[src/rtl/reorder_in.sv]
// ============================================================================
// Module   : reorder_in
// Purpose  : Input-side reorder buffer for the NTT datapath. Loads one
//            2^NUM_STAGES-point frame serially, then hands butterfly operand
//            pairs (addresses {0,idx} and {1,idx}) to the NTT core on request.
// Options  : REORDER_IN_BITREV_EN - when defined, coefficients are written at
//            the bit-reversed write count (bit-reversed operand order for DIT).
//            When undefined, coefficients are stored in natural order.
// Revision : 1.0 - initial release
// ============================================================================
`default_nettype none

module reorder_in #(
  parameter int NUM_STAGES = 4,
  parameter int DATA_WIDTH = 16
) (
  input  logic                  clk,
  input  logic                  reset,
  input  logic                  in_valid,
  input  logic [DATA_WIDTH-1:0] in_data,
  output logic                  in_ready,
  input  logic                  next_pair,
  input  logic                  restart,
  output logic                  pair_valid,
  output logic [DATA_WIDTH-1:0] out_top,
  output logic [DATA_WIDTH-1:0] out_bot,
  output logic [NUM_STAGES-2:0] pair_idx,
  output logic                  done
);

  localparam int N  = 1 << NUM_STAGES;
  localparam int PW = NUM_STAGES - 1;

  // Terminal counts: last write of a frame and last pair of a frame.
  localparam logic [NUM_STAGES-1:0] WR_LAST = {NUM_STAGES{1'b1}};
  localparam logic [PW-1:0]         PR_LAST = {PW{1'b1}};

  typedef enum logic [1:0] {
    S_LOAD  = 2'd0,
    S_DRAIN = 2'd1,
    S_DONE  = 2'd2
  } state_t;

  state_t                state_q,      state_d;
  logic [NUM_STAGES-1:0] wr_cnt_q,     wr_cnt_d;
  logic [PW-1:0]         pr_cnt_q,     pr_cnt_d;
  logic                  pair_valid_q, pair_valid_d;
  logic [DATA_WIDTH-1:0] out_top_q,    out_top_d;
  logic [DATA_WIDTH-1:0] out_bot_q,    out_bot_d;
  logic [PW-1:0]         pair_idx_q,   pair_idx_d;

  // Frame storage; deliberately not reset, a new frame simply overwrites it.
  logic [DATA_WIDTH-1:0] mem [N];

  logic [NUM_STAGES-1:0] wr_addr;
  logic                  wr_en;
  logic [NUM_STAGES-1:0] rd_addr_top;
  logic [NUM_STAGES-1:0] rd_addr_bot;

`ifdef REORDER_IN_BITREV_EN
  // Write address is the write count with its bit order reversed.
  for (genvar gi = 0; gi < NUM_STAGES; gi++) begin : g_bitrev
    assign wr_addr[gi] = wr_cnt_q[NUM_STAGES-1-gi];
  end
`else
  assign wr_addr = wr_cnt_q;
`endif

  // Pair read addressing is the same in both builds: top half / bottom half.
  assign rd_addr_top = {1'b0, pr_cnt_q};
  assign rd_addr_bot = {1'b1, pr_cnt_q};

  // Accepting only in LOAD; input data outside LOAD is dropped.
  assign wr_en = in_valid && (state_q == S_LOAD);

  // Status outputs are pure decodes of the registered state.
  assign in_ready   = (state_q == S_LOAD);
  assign done       = (state_q == S_DONE);
  assign pair_valid = pair_valid_q;
  assign out_top    = out_top_q;
  assign out_bot    = out_bot_q;
  assign pair_idx   = pair_idx_q;

  // Next-state, counter and output-register computation.
  always_comb begin
    state_d      = state_q;
    wr_cnt_d     = wr_cnt_q;
    pr_cnt_d     = pr_cnt_q;
    pair_valid_d = 1'b0;
    out_top_d    = out_top_q;
    out_bot_d    = out_bot_q;
    pair_idx_d   = pair_idx_q;

    case (state_q)
      S_LOAD: begin
        if (in_valid) begin
          wr_cnt_d = wr_cnt_q + 1'b1;
          if (wr_cnt_q == WR_LAST) begin
            state_d = S_DRAIN;
          end
        end
      end

      S_DRAIN: begin
        if (next_pair) begin
          out_top_d    = mem[rd_addr_top];
          out_bot_d    = mem[rd_addr_bot];
          pair_idx_d   = pr_cnt_q;
          pair_valid_d = 1'b1;
          pr_cnt_d     = pr_cnt_q + 1'b1;
          if (pr_cnt_q == PR_LAST) begin
            state_d = S_DONE;
          end
        end
      end

      S_DONE: begin
        // Both counters have already wrapped to zero on the way here.
        if (restart) begin
          state_d = S_LOAD;
        end
      end

      default: begin
        state_d = S_LOAD;
      end
    endcase
  end

  // Control and output registers with synchronous reset.
  always_ff @(posedge clk) begin
    if (reset) begin
      state_q      <= S_LOAD;
      wr_cnt_q     <= '0;
      pr_cnt_q     <= '0;
      pair_valid_q <= 1'b0;
      out_top_q    <= '0;
      out_bot_q    <= '0;
      pair_idx_q   <= '0;
    end else begin
      state_q      <= state_d;
      wr_cnt_q     <= wr_cnt_d;
      pr_cnt_q     <= pr_cnt_d;
      pair_valid_q <= pair_valid_d;
      out_top_q    <= out_top_d;
      out_bot_q    <= out_bot_d;
      pair_idx_q   <= pair_idx_d;
    end
  end

  // Frame storage write port; reset intentionally leaves contents untouched.
  always_ff @(posedge clk) begin
    if (wr_en && !reset) begin
      mem[wr_addr] <= in_data;
    end
  end

endmodule

`default_nettype wire
[config.mk]
export PLATFORM = sky130hd
export DESIGN_NAME = reorder_in
export DESIGN_NICKNAME = d
export VERILOG_FILES = /design/src/rtl/reorder_in.sv
export SDC_FILE = /design/constraint.sdc
export NUM_CORES = 1
export LEC_CHECK = 0
export CORE_MARGIN = 2
export CORE_UTILIZATION = 60
export DETAILED_ROUTE_END_ITERATION = 10
export PLACE_DENSITY_LB_ADDON = 0.3
export SYNTH_ARGS = -nofsm -noshare
export SYNTH_HDL_FRONTEND = slang
export SYNTH_SLANG_ARGS = --single-unit
[constraint.sdc]
create_clock -name clk -period 3 [get_ports clk]
set_input_delay 0.3 -clock clk [delete_from_list [all_inputs] [get_ports clk]]
set_output_delay 0.3 -clock clk [all_outputs]
set_load 0.02 [all_outputs]
==> impl_results.md <==
- Row cnt: 51
- Combinational share of power: 1.9%
- Layout cells sized above 1: 13.5%
- Area share of the largest cell type after synthesis: 65.5%
- Sink Count: 301
- Non-filler cells, final: 1067
- Internal: 6.60 mW
- Dpl hpwl: 14.5 mm
- CTS H-tree lvls: 1
- DRT iter0 DRCs: 580
- Min-delay worst type: input port to register
- NetSw: 1.57 mW
- Clock root buffer master: clkbuf_16
- Sequential power share: 55.9%
- Yosys top cell by area: edfxtp_1
- Area of the die: 20700 um^2
- Status: finished, final reports clean
- Max incr delay on CP: 640 ps
- VDD IR max: 710 uV
- Crit end category: output port
- Die Ht: 144 um
- DRC Markers: 0
- Post-CTS setup buffers: 0
- IO buf count: 58
- Number of flops mapped to enable cells by yosys: 256
- Via count: 6302
- Initial antenna violation count: 0
- Switching share of power: 19.2%
- Primary FF master, synth: edfxtp_1
- Peak fanout along the critical path: 4
- Critical path's slowest cell: clkdlybuf4s50_1
- Pins Over Slew Limit: 0
- Hold_buf cts: 0
- First-pass GRT wire length: 37.3 mm
- CTS Buf Count: 29
- DRT Pass-1 Iters: 5
- Core area: 19300 um^2
- Cells after synthesis: 711
- Hold Vio Cnt, Final: 0
- Critical path's top delay family: buffers and inverters
- Area Overhead vs Synth: 14.5%
- I/O pin count: 59
- #FFs+latches synth: 301
- Clk pwr share: 42.2%
- Max Cap Viol: 0
- Total grt overflow: 0
- Wirelength per Cell: 22.7 um
- Synth unique cells: 30
- Critical path data required time: 2700 ps
- Sequential area share after synthesis: 73.2%
- Syn Area/Cell: 16.5 um^2
- P_leak: 4.10 nW
- CTS resizes: 0
- RSZ-0062 raised after global routing: false
- DRT Wirelength: 24.2 mm
- Synth Warn #: 0
- Most numerous cell in the Yosys netlist: edfxtp_1
- CTS tree: done
- GRT Util Overall: 24.2%
- Worst setup path class: register to output port
- Pwr Density: 608 nW/um^2
- DRT antenna net count: 0
- Final setup fails: 0
- Critical path arrival: 1840 ps
- Starting density of the core: 60.7%
- Die Span X: 144 um
- Clock skew: 10.4 ps
- Final TNS setup: 0 ps
- CP bufs+invs: 1
- Placer Congestion: 0.866
- Critical-path cell list: nor2b_1 -> clkdlybuf4s50_1
- Clk Latency, worst-skew pair: 530 ps
- Longest Clk Path Bufs: 3
- Worst slew pin tran: 856 ps
- Tmin final: 2140 ps
- Vias in the first global route: 6493
- Synth Cell Area: 11700 um^2
- DR vias/cell: 5.91
- Antenna diode count: 0
- Worst slew margin: 42.9%
- Synth top area cells: edfxtp_1, mux2i_1, dfxtp_1
- Final nets: 807
- Top cells by count, synth: edfxtp_1, mux2i_1, a22oi_1, nor2_1, dfxtp_1
- Placed cell count: 1014
- Syn nets: 738
- Clock-pin slew of the registers on the worst-case setup and hold paths: 60 ps
- Hold_ws: 401 ps
- F_max: 468 MHz
- Pin count of the biggest net entering global routing: 67
- Worst Setup Start Kind: register
- Synth async-reset ratio: 0%
- Final period utilization: 71.2%
==> tightest hold or removal path, stage by stage <==
cell             delay, ps
clkdlybuf4s50_1        410
inv_1                   50
a32oi_1                 50
nor2_1                  80
==> state kept, by name (all words and copies together), names as in the netlist <==
| name | cells |
|---|---|
| mem | 256 |
| out_bot | 16 |
| out_top | 16 |
| wr_addr | 4 |
| pair_idx | 3 |
| pr_cnt_q | 3 |
| state_q | 2 |
| pair_valid | 1 |
==> power by group through the flow <==
stage | sequential, mW | combinational, mW | clock (mW)
after floorplan | 4.66 | 0.0492 | 0
after global placement | 4.66 | 0.147 | 0
after detailed placement | 4.66 | 0.157 | 0
after CTS | 4.57 | 0.157 | 3.48
after global routing | 4.57 | 0.168 | 3.65
final | 4.57 | 0.156 | 3.45
==> layer usage <==
layer	track usage [%]	up-vias	wire, um
met3	3.47	42	1160
met2	41.4	189	12400
met4	6.76	0	524
li1	-	2860	-
met1	32.8	3211	10100
met5	0	-	0
==> per-stage QoR <==
step / worst slack (ps) / instance area, um^2 / power (mW) / util, %
after global placement: 841 / 12500 / 4.81 / 64.9
after global routing: 781 / 13400 / 8.39 / 69.5
final: 863 / 13400 / 8.17 / 69.5
after floorplan: 492 / 11700 / 4.71 / -
after CTS: 824 / 13400 / 8.21 / 69.5
after detailed placement: 720 / 12500 / 4.82 / 64.9
==> logic make-up after synthesis <==
logic type,count (synthesis),synth area share (%)
xor gates and xnor gates,4,0.299
muxes,128,10.9
buffers and inverters,48,3.12
and+or+nand+nor,120,6.01
AOI/OAI and AO/OA,104,5.84
DFF,301,73.2
adders and majority gates,6,0.640
==> final cells by class <==
| cell class | count | area (um^2) |
|---|---|---|
| Inverter | 3 | 11.3 |
| Fill cell | 1247 | 5890 |
| Tap cell | 265 | 332 |
| Sequential cell | 301 | 8590 |
| Timing Repair Buffer | 83 | 801 |
| Clock buffer | 41 | 791 |
| Clock inverter | 12 | 108 |
| Multi-Input combinational cell | 362 | 2810 |
==> worst paths after layout <==
| kind | start | slack, ps | cells after the start | endpoint |
|---|---|---|---|---|
| worst max-delay path | state_q[1]$_SDFFE_PP0P_ | 860 | 2 | done |
| worst min-delay path | restart | 400 | 4 | state_q[1]$_SDFFE_PP0P_ |
| worst max register to register | state_q[1]$_SDFFE_PP0P_ | 1060 | 5 | mem[11][10]$_DFFE_PP_ |
| worst min register to register | pair_idx[2]$_SDFFE_PP0P_ | 450 | 2 | pair_idx[2]$_SDFFE_PP0P_ |
==> cells in the final DEF, fill, tap and decap left out, types with 6 or more instances in the layout <==
cell,netlist,final
a21oi_1,38,38
a22oi_1,64,64
buf_4,4,22
clkbuf_1,6,10
clkbuf_16,0,29
clkdlybuf4s50_1,0,57
dfxtp_1,45,44
edfxtp_1,256,256
ha_1,6,6
mux2i_1,128,128
nand2_1,19,19
nor2_1,54,53
nor3_2,32,36
No activity file was read; power rests on OpenSTA's default activity.
